--- src/rtl/vending_pkg.sv ---
// Shared types and constants for the parametrised vending controller.
// Holds the state encoding, the default price table and the minimum-price helper.
package vending_pkg;

  typedef enum logic [1:0] {
    VEND_IDLE    = 2'd0,
    VEND_DELIVER = 2'd1,
    VEND_CHANGE  = 2'd2
  } vend_state_e;

  // Price tables are passed flattened as 32-bit entries so the helper works for any BTN_W up to 4.
  localparam int unsigned VEND_MAX_CODES = 16;

  localparam int unsigned VEND_DEFAULT_PRICES [4] = '{0, 30, 0, 50};

  function automatic int unsigned vend_min_price(
    input logic [VEND_MAX_CODES*32-1:0] prices_flat,
    input int unsigned                  n_codes
  );
    int unsigned m;
    int unsigned p;
    m = 0;
    for (int unsigned i = 0; i < VEND_MAX_CODES; i++) begin
      if (i < n_codes) begin
        p = prices_flat[i*32 +: 32];
        if (p != 0 && (m == 0 || p < m)) m = p;
      end
    end
    return m;
  endfunction

endpackage

--- src/rtl/vend_delay_cnt.sv ---
// Loadable down-counter with a terminal-count flag, shared by the DELIVER and CHANGE phases.
// Loading N-1 makes tc rise in the N-th cycle after the load edge.
module vend_delay_cnt #(
  parameter int W = 5
) (
  input  logic         clk,
  input  logic         rst,
  input  logic         load,
  input  logic [W-1:0] load_val,
  output logic         tc
);

  logic [W-1:0] cnt;

  always_ff @(posedge clk or negedge rst) begin
    if (!rst) begin
      cnt <= '0;
    end else if (load) begin
      cnt <= load_val;
    end else if (cnt != '0) begin
      cnt <= cnt - W'(1);
    end
  end

  assign tc = (cnt == '0);

endmodule

--- src/rtl/vending_fsm_param.sv ---
// Parametrised vending controller: coin credit with ceiling, priced selections, timed delivery and change.
// Define VEND_AUTOCHANGE_EN to refund leftover credit below the cheapest price automatically after delivery.
module vending_fsm_param
  import vending_pkg::*;
#(
  parameter int          CREDIT_W    = 16,
  parameter int          BTN_W       = 2,
  parameter int unsigned PRICES [2**BTN_W] = VEND_DEFAULT_PRICES,
  parameter int          DELIVER_CYC = 10,
  parameter int          CHANGE_CYC  = 20,
  parameter int          CREDIT_MAX  = 1000
) (
  input  logic                clk,
  input  logic                rst,
  input  logic [CREDIT_W-1:0] coin_in,
  input  logic [BTN_W-1:0]    button_in,
  input  logic                cancel_in,
  output logic [BTN_W-1:0]    beverage_out,
  output logic [CREDIT_W-1:0] change_out,
  output logic [CREDIT_W-1:0] credit_out,
  output logic                busy_out,
  output logic                error_out
);

  localparam logic [1:0] ST_IDLE    = 2'(VEND_IDLE);
  localparam logic [1:0] ST_DELIVER = 2'(VEND_DELIVER);
  localparam logic [1:0] ST_CHANGE  = 2'(VEND_CHANGE);

  localparam int unsigned N_CODES = 2**BTN_W;

`ifdef VEND_AUTOCHANGE_EN
  localparam bit AUTOCHG_EN = 1'b1;
`else
  localparam bit AUTOCHG_EN = 1'b0;
`endif

  function automatic logic [VEND_MAX_CODES*32-1:0] flatten_prices();
    logic [VEND_MAX_CODES*32-1:0] f;
    f = '0;
    for (int unsigned i = 0; i < N_CODES; i++) f[i*32 +: 32] = PRICES[i];
    return f;
  endfunction

  localparam int unsigned MIN_PRICE = vend_min_price(flatten_prices(), N_CODES);
  localparam logic [CREDIT_W-1:0] MIN_PRICE_W = CREDIT_W'(MIN_PRICE);
  localparam logic [CREDIT_W:0]   CREDIT_CAP  = (CREDIT_W+1)'(CREDIT_MAX);

  localparam int CNT_MAX = (DELIVER_CYC > CHANGE_CYC) ? DELIVER_CYC : CHANGE_CYC;
  localparam int CNT_W   = (CNT_MAX < 2) ? 1 : $clog2(CNT_MAX + 1);
  localparam logic [CNT_W-1:0] DELIVER_LOAD = CNT_W'(DELIVER_CYC - 1);
  localparam logic [CNT_W-1:0] CHANGE_LOAD  = CNT_W'(CHANGE_CYC - 1);

  logic [1:0]          state, state_nx;
  logic [CREDIT_W-1:0] credit, credit_nx;
  logic [BTN_W-1:0]    bev_nx;
  logic [CREDIT_W-1:0] change_nx;
  logic                err_nx;
  logic                cnt_load;
  logic [CNT_W-1:0]    cnt_val;
  logic                cnt_tc;

  logic [CREDIT_W:0]   coin_sum;
  logic                coin_ok;
  logic                coin_rej;
  logic [CREDIT_W-1:0] coin_add;
  logic [CREDIT_W-1:0] price;
  logic                autochg_hit;

  vend_delay_cnt #(.W(CNT_W)) u_delay (
    .clk      (clk),
    .rst      (rst),
    .load     (cnt_load),
    .load_val (cnt_val),
    .tc       (cnt_tc)
  );

  // Cap check is done one bit wider so a large coin can never wrap past the ceiling.
  assign coin_sum    = {1'b0, credit} + {1'b0, coin_in};
  assign coin_ok     = (coin_in != '0) && (coin_sum <= CREDIT_CAP);
  assign coin_rej    = (coin_in != '0) && !coin_ok;
  assign coin_add    = coin_ok ? coin_in : '0;
  assign price       = CREDIT_W'(PRICES[button_in]);
  assign autochg_hit = AUTOCHG_EN && (credit != '0) && (credit < MIN_PRICE_W);

  always_comb begin
    state_nx  = state;
    credit_nx = credit;
    bev_nx    = beverage_out;
    change_nx = change_out;
    err_nx    = 1'b0;
    cnt_load  = 1'b0;
    cnt_val   = '0;
    case (state)
      ST_IDLE: begin
        if (cancel_in && credit != '0) begin
          state_nx  = ST_CHANGE;
          change_nx = credit;
          cnt_load  = 1'b1;
          cnt_val   = CHANGE_LOAD;
        end else if (button_in != '0) begin
          if (price != '0 && credit >= price) begin
            credit_nx = credit - price + coin_add;
            err_nx    = coin_rej;
            bev_nx    = button_in;
            state_nx  = ST_DELIVER;
            cnt_load  = 1'b1;
            cnt_val   = DELIVER_LOAD;
          end else begin
            err_nx = 1'b1;
          end
        end else begin
          credit_nx = credit + coin_add;
          err_nx    = coin_rej;
        end
      end
      ST_DELIVER: begin
        if (cnt_tc) begin
          bev_nx = '0;
          if (autochg_hit) begin
            state_nx  = ST_CHANGE;
            change_nx = credit;
            cnt_load  = 1'b1;
            cnt_val   = CHANGE_LOAD;
          end else begin
            state_nx = ST_IDLE;
          end
        end
      end
      ST_CHANGE: begin
        if (cnt_tc) begin
          credit_nx = '0;
          change_nx = '0;
          state_nx  = ST_IDLE;
        end
      end
      default: begin
        state_nx = ST_IDLE;
      end
    endcase
  end

  always_ff @(posedge clk or negedge rst) begin
    if (!rst) begin
      state        <= ST_IDLE;
      credit       <= '0;
      beverage_out <= '0;
      change_out   <= '0;
      error_out    <= 1'b0;
    end else begin
      state        <= state_nx;
      credit       <= credit_nx;
      beverage_out <= bev_nx;
      change_out   <= change_nx;
      error_out    <= err_nx;
    end
  end

  assign credit_out = credit;
  assign busy_out   = (state != ST_IDLE);

endmodule

--- config.mk ---
export PLATFORM = sky130hd
export DESIGN_NAME = vending_fsm_param
export DESIGN_NICKNAME = d
export VERILOG_FILES = /design/src/rtl/vending_pkg.sv /design/src/rtl/vend_delay_cnt.sv /design/src/rtl/vending_fsm_param.sv
export SDC_FILE = /design/constraint.sdc
export NUM_CORES = 1
export LEC_CHECK = 0
export CAP_MARGIN = 30
export CORE_ASPECT_RATIO = 1.1
export CORE_MARGIN = 4
export CORE_UTILIZATION = 52
export CTS_BUF_LIST = sky130_fd_sc_hd__clkbuf_16
export DETAILED_ROUTE_END_ITERATION = 12
export PLACE_DENSITY = 0.78
export SYNTH_ARGS = -nofsm -noshare
export SYNTH_HDL_FRONTEND = slang
export SYNTH_SLANG_ARGS = --single-unit
export TNS_END_PERCENT = 20
--- constraint.sdc ---
create_clock -name clk -period 5.3 [get_ports clk]
set_input_delay 0.53 -clock clk [delete_from_list [all_inputs] [get_ports clk]]
set_output_delay 0.53 -clock clk [all_outputs]
set_load 0.005 [all_outputs]
==> results_dict.tcl, run 1 <==
set metrics [dict create \
    root_buffer "clkbuf_16" \
    final_nets 863 \
    clkTransAtPathRegs_ps 70 \
    clock_latency_ps 300 \
    crit_buf_inv 3 \
    multi_input_area_um2 3700 \
    cp.required_ps 5480 \
    antenna_found_initial 0 \
    grt_pass1_wl_um 26000 \
    critical_path_class "reg2reg" \
    setup_viol 5 \
    syn2layout_area_growth_pct 45.2 \
    status "finished, violations left" \
    p_leak_nw 3.52 \
    p_sw_mw 1.85 \
    cts_sinks 42 \
    synth-async-reset-ratio_pct 100 \
    synth_area_per_cell_um2 8.51 \
    hp-class "in2async" \
    chipWidth_um 99.7 \
    fp.dieH_um 109 \
    worst-path-stages 26 \
    synthCells 565 \
    swShare_pct 45.1 \
    fin_crit_ps 5510 \
    grt-ovfl-total 0 \
    mostFrequentLayoutCells "140 x buf_4, 59 x ha_1, 53 x inv_1" \
    critPathSlowestCell "fa_1" \
    power.density_nw_per_um2 589 \
    cpLargestDelayFamily "compound AO/OA/AOI/OAI gates" \
    wire_per_inst_um 18.5 \
    irDropWorstVdd_v 0.000435 \
    drc 0 \
    internal_power_mw 2.26 \
    regArea_um2 1050 \
    fmax_mhz 181 \
    yosys_register_bits 42 \
    h-tree-depth 2 \
    clock_skew_ps 7.74 \
    synth_cell_types 71 \
    drt_pre_antenna_iters 5 \
    finalPower_mw 4.11 \
    max_cap_violations 0 \
    ys_seq_area_share_pct 21.9 \
    first_iter_violations 319 \
    reg2reg_depth 26 \
    wirelength_um 16200 \
    grt.total_usage_pct 30.2 \
    syn_nets 663 \
    reg2reg_from "credit_out[0]$_DFFE_PN0P_" \
    dpl.hpwl_um 12200 \
    hold_viol 0 \
    final_common_cell "buf_4" \
    cts_tree "yes" \
    n_antenna_cell 0 \
    core_um2 8920 \
    rows 36 \
    worstSetupStartpoint "credit_out[0]$_DFFE_PN0P_" \
    dieArea_um2 10800 \
    ios 57 \
    rsz0062_at_grt "true" \
    slew_violations 0 \
    port_buffers 56 \
    final_layout_size_suffix_gt1_share_pct 32.0 \
    num_vias 5156 \
    setup_ws_ps -214 \
    slowest_delay_ps 510 \
    gp_congestion 0.958 \
    grt_max_degree 43 \
    violations "setup timing" \
    worstSetupEndpointType "flip-flop" \
    clock_power_share_pct 7.7 \
    viasPerCell 5.86 \
    synth-edff-count 0 \
    tightest_slew_ps 632 \
    p_comb_share_pct 78.3 \
    setup_tns_ps -656 \
    fill_cells 587 \
    syn-cell-area_um2 4810 \
    worst_setup_path_start_kind "flip-flop" \
    yosysWarnings 0 \
    ant_nets 0 \
    grt_pass1_vias 5341 \
    clk_path_buf_depth 2 \
    cp.arrival_ps 5690 \
    critPathMaxFanout 6 \
    timing.final.crit_share_pct 104 \
    maxSlewHeadroom_pct 57.8 \
    seqPwrFrac_pct 14.0 \
    numCtsBuffers 5 \
    initial_core_util_pct 53.9 \
    synth_flop_cell "dfrtp_1" \
]
-- final timing paths --
check / to / slack (ps)
hold / removal: beverage_out[1]$_DFFE_PN0P_ / 210
min in group clk: change_out[11]$_DFFE_PN0P_ / 510
setup / recovery: credit_out[15]$_DFFE_PN0P_ / -210
max in group asynchronous: credit_out[0]$_DFFE_PN0P_ / 4890
hold reg to reg: change_out[11]$_DFFE_PN0P_ / 510
setup reg to reg: credit_out[15]$_DFFE_PN0P_ / -210
-- what timing repair did --
action	in CTS	in global routing
gates cloned	0	0
setup endpoints to repair	6	7
pin swaps	30	34
hold buffers	0	0
endpoints found under the hold margin	0	0
resized for setup	34	24
setup buffers	8	7
-- logic make-up after synthesis --
group,Yosys count,synth area share [%]
fa+ha+maj,77,21.1
xor+xnor,38,6.92
flops,42,21.9
mux,3,0.651
simple gates,171,19.8
compound gates,158,23.3
buf+inv,76,6.32
-- registers in the layout (all words and copies together) (netlist names) --
register and cells:
beverage_out 2, change_out 16, credit_out 16, error_out 1, state 2, u_delay.cnt 5
-- routing by layer --
layer | vias to the layer above | part of all wire, % | track usage [%] | wire, µm
li1 | 2403 | - | - | -
met4 | 0 | 4.7 | 14.4 | 766
met1 | 2479 | 39 | 36.1 | 6370
met2 | 209 | 49 | 52.7 | 7990
met5 | - | 0 | 0 | 0
met3 | 65 | 6.9 | 4.99 | 1120
-- through the flow --
step	worst slack, ps	utilization [%]	cells	hold WS [ps]	cell area (µm²)
floorplan	5.52	-	565	234	4870
CTS	-76.2	76.6	871	428	6830
finish	-214	78.3	880	207	6980
global placement	-563	72.8	855	491	6490
detailed placement	-708	72.8	855	497	6490
global route	-449	78.3	880	226	6980
-- power by group through the flow --
| stage | clock network (mW) | logic [mW] | registers (mW) |
|---|---|---|---|
| 2_1_floorplan | 0 | 1.66 | 0.598 |
| 4_1_cts | 0.316 | 3.00 | 0.571 |
| 5_1_grt | 0.333 | 3.50 | 0.589 |
| 3_3_place_gp | 0 | 2.74 | 0.558 |
| 6_report | 0.317 | 3.22 | 0.575 |
| 3_5_place_dp | 0 | 2.86 | 0.565 |
-- Yosys cell counts (all sizes together), types with 2 or more instances --
cell type	instances	area (µm²)
o21ai	28	140
and3	3	18.8
nor2	36	145
nand2	56	293
and2	8	51.3
a221o	3	30.0
clkbuf	6	22.5
o21bai	5	37.5
or2	3	18.8
a21oi	39	210
nor3b	2	15.0
nand2b	6	37.5
nand3b	2	15.0
nand3	9	45.0
and3b	2	17.5
nand4	6	43.8
buf	4	33.8
nor3	15	80.1
dfrtp	42	1050
inv	66	248
a31o	2	17.5
xor2	14	123
fa	7	140
xnor2	24	210
a21boi	4	30.0
a22o	17	149
a21o	13	108
o21a	5	37.5
or3	4	25.0
a211oi	7	57.6
nor4	9	71.3
a31oi	8	56.3
and2b	2	18.8
mux2i	2	20.0
o41ai	2	25.0
ha	70	876
o31ai	11	82.6
o211ai	8	65.1
nor2b	5	31.3
-- area by class of cell --
type	count	share of cell area, %
clock buffer	5	1.79
tap	114	2.04
clock inverter	3	0.358
inverter	66	3.55
timing repair buffer	203	24.2
sequential	42	15.1
multi-input combinational	447	53.0
Power figures use the tool's default switching activity.
==> run 2: changes to the inputs <==
--- a/config.mk
+++ b/config.mk
@@ -8,10 +8,9 @@
 export CAP_MARGIN = 30
 export CORE_ASPECT_RATIO = 1.1
 export CORE_MARGIN = 4
-export CORE_UTILIZATION = 52
+export CORE_UTILIZATION = 40
 export CTS_BUF_LIST = sky130_fd_sc_hd__clkbuf_16
 export DETAILED_ROUTE_END_ITERATION = 12
-export PLACE_DENSITY = 0.78
 export SYNTH_ARGS = -nofsm -noshare
 export SYNTH_HDL_FRONTEND = slang
 export SYNTH_SLANG_ARGS = --single-unit
==> results_dict.tcl, run 2 (synthesized netlist as in run 1, its figures left out) <==
set metrics [dict create \
    timing.final.crit_share_pct 104 \
    drt_pre_antenna_iters 4 \
    r2r_slack_ps -180 \
    wire_per_inst_um 16.1 \
    clock_skew_ps 9.73 \
    core_um2 11600 \
    hp-class "in2async" \
    cts_sinks 42 \
    maxSlewHeadroom_pct 58.2 \
    critPathMaxFanout 6 \
    ctsHoldBuffers 0 \
    grt.total_usage_pct 21.5 \
    fp.dieH_um 123 \
    slowest_delay_ps 520 \
    fin_crit_ps 5490 \
    final_common_cell "buf_4" \
    setup_ws_ps -191 \
    drc 0 \
    dpl.hpwl_um 12000 \
    worstSetupEndpointType "flip-flop" \
    ios 57 \
    rows 41 \
    cts_tree "yes" \
    n_antenna_cell 0 \
    rsz0062_at_grt "true" \
    hold_viol 0 \
    violations "setup timing" \
    mostFrequentLayoutCells "144 x buf_4, 56 x ha_1, 54 x inv_1" \
    dieArea_um2 13800 \
    first_iter_violations 250 \
    critical_path_class "in2reg" \
    reg2reg_from "credit_out[0]$_DFFE_PN0P_" \
    reg2reg_depth 28 \
    port_buffers 56 \
    p_leak_nw 3.52 \
    clock_power_share_pct 9.0 \
    slew_violations 0 \
    grt_max_degree 27 \
    clkTransAtPathRegs_ps 70 \
    fmax_mhz 182 \
    r2r_end "credit_out[13]$_DFFE_PN0P_" \
    power.density_nw_per_um2 574 \
    final_nets 864 \
    clk_path_buf_depth 2 \
    worstSetupStartpoint "coin_in[3]" \
    worst_setup_path_start_kind "input port" \
    gp_congestion 0.938 \
    setup_viol 5 \
    syn2layout_area_growth_pct 46.2 \
    regArea_um2 1050 \
    seqPwrFrac_pct 14.2 \
    viasPerCell 5.33 \
    antenna_found_initial 0 \
    cp.required_ps 5480 \
    grt-ovfl-total 0 \
    p_comb_share_pct 76.9 \
    num_vias 4886 \
    wirelength_um 14700 \
    ant_nets 0 \
    clock_latency_ps 290 \
    p_sw_mw 1.77 \
    root_buffer "clkbuf_16" \
    irDropWorstVdd_v 0.000232 \
    tightest_slew_ps 627 \
    chipWidth_um 113 \
    h-tree-depth 2 \
    numCtsBuffers 5 \
    final_layout_size_suffix_gt1_share_pct 31.7 \
    fill_cells 1029 \
    grt_pass1_wl_um 24200 \
    multi_input_area_um2 3680 \
    final_core_util_pct 60.6 \
    max_cap_violations 0 \
    initial_core_util_pct 41.5 \
    swShare_pct 43.8 \
    status "finished, violations left" \
    internal_power_mw 2.27 \
    cp.arrival_ps 5670 \
    critPathSlowestCell "fa_1" \
    place_ws_ps -752 \
    crit_top_cell "buf_4" \
    grt_pass1_vias 5184 \
]
==> run 2: cell types whose count changed in the layout (fill, tap and decap cells not counted), sizes merged <==
| cell | previous run | this run |
|---|---|---|
| clkinv | 1 | 0 |
| bufinv | 0 | 1 |
| inv | 67 | 66 |
| clkinvlp | 1 | 2 |
| dlymetal6s2s | 0 | 2 |
| clkdlybuf4s50 | 44 | 46 |
| dlygate4sd2 | 9 | 6 |
==> run 2: stage by stage <==
| step | hold slack (ps) | std cells | power, mW | cell area [µm²] | setup TNS [ps] |
|---|---|---|---|---|---|
| after global routing | 217 | 917 | 4.37 | 7030 | -2530 |
| after CTS | 193 | 915 | 3.94 | 6950 | -114 |
| final | 185 | 917 | 4.03 | 7030 | -643 |
| after detailed placement | 496 | 897 | 3.42 | 6600 | -4580 |
| after global placement | 489 | 895 | 3.34 | 6570 | -3040 |
| after floorplan | 234 | 565 | 2.26 | 4870 | 0 |
==> run 2: cell type report <==
cell class                 count  area share (%)
timing repair buffer         204            24.1
sequential                    42            15.0
clock buffer                   5            1.78
clock inverter                 3           0.641
multi-input combinational    447            52.4
inverter                      66            3.52
tap                          150            2.67
==> run 2: worst max-delay path, delay by kind of cell <==
family	cells	cell delay (ps)
AO/OA/AOI/OAI	8	1530
AND/OR/NAND/NOR	8	900
adder cells (fa/ha/maj)	3	1110
buffers and inverters	9	1450
XOR/XNOR	1	150
==> run 2: power by group through the flow <==
stage          clock (mW)  combinational, mW  sequential [mW]
3_5_place_dp            0               2.85            0.567
4_1_cts             0.368               3.00            0.570
6_report            0.361               3.10            0.572
3_3_place_gp            0               2.78            0.562
5_1_grt             0.380               3.40            0.588
2_1_floorplan           0               1.66            0.598
==> run 2: worst max path at each step <==
stage,to,slack [ps],cells after the start
after floorplan,credit_out[14]$_DFFE_PN0P_,6,25
after global placement,credit_out[14]$_DFFE_PN0P_,-560,26
after detailed placement,credit_out[14]$_DFFE_PN0P_,-750,26
after CTS,credit_out[15]$_DFFE_PN0P_,-90,26
after global routing,credit_out[13]$_DFFE_PN0P_,-450,28
final,credit_out[13]$_DFFE_PN0P_,-190,29
==> run 2: metal layers <==
layer / global-route usage, % / routed length (µm) / vias to the layer above / share of wire (%)
met3: 2.64 / 720 / 26 / 4.9
met1: 26.3 / 6390 / 2338 / 43
met2: 38.9 / 7300 / 119 / 49
met4: 8.04 / 337 / 0 / 2.3
met5: 0 / 0 / - / 0
li1: - / - / 2403 / -
==> run 2: what timing repair did <==
item,CTS,global route
setup endpoints to repair,8,8
pin swaps,33,19
buffers inserted,10,2
resized for setup,28,23
endpoints found under the hold margin,0,0
gates cloned,0,0
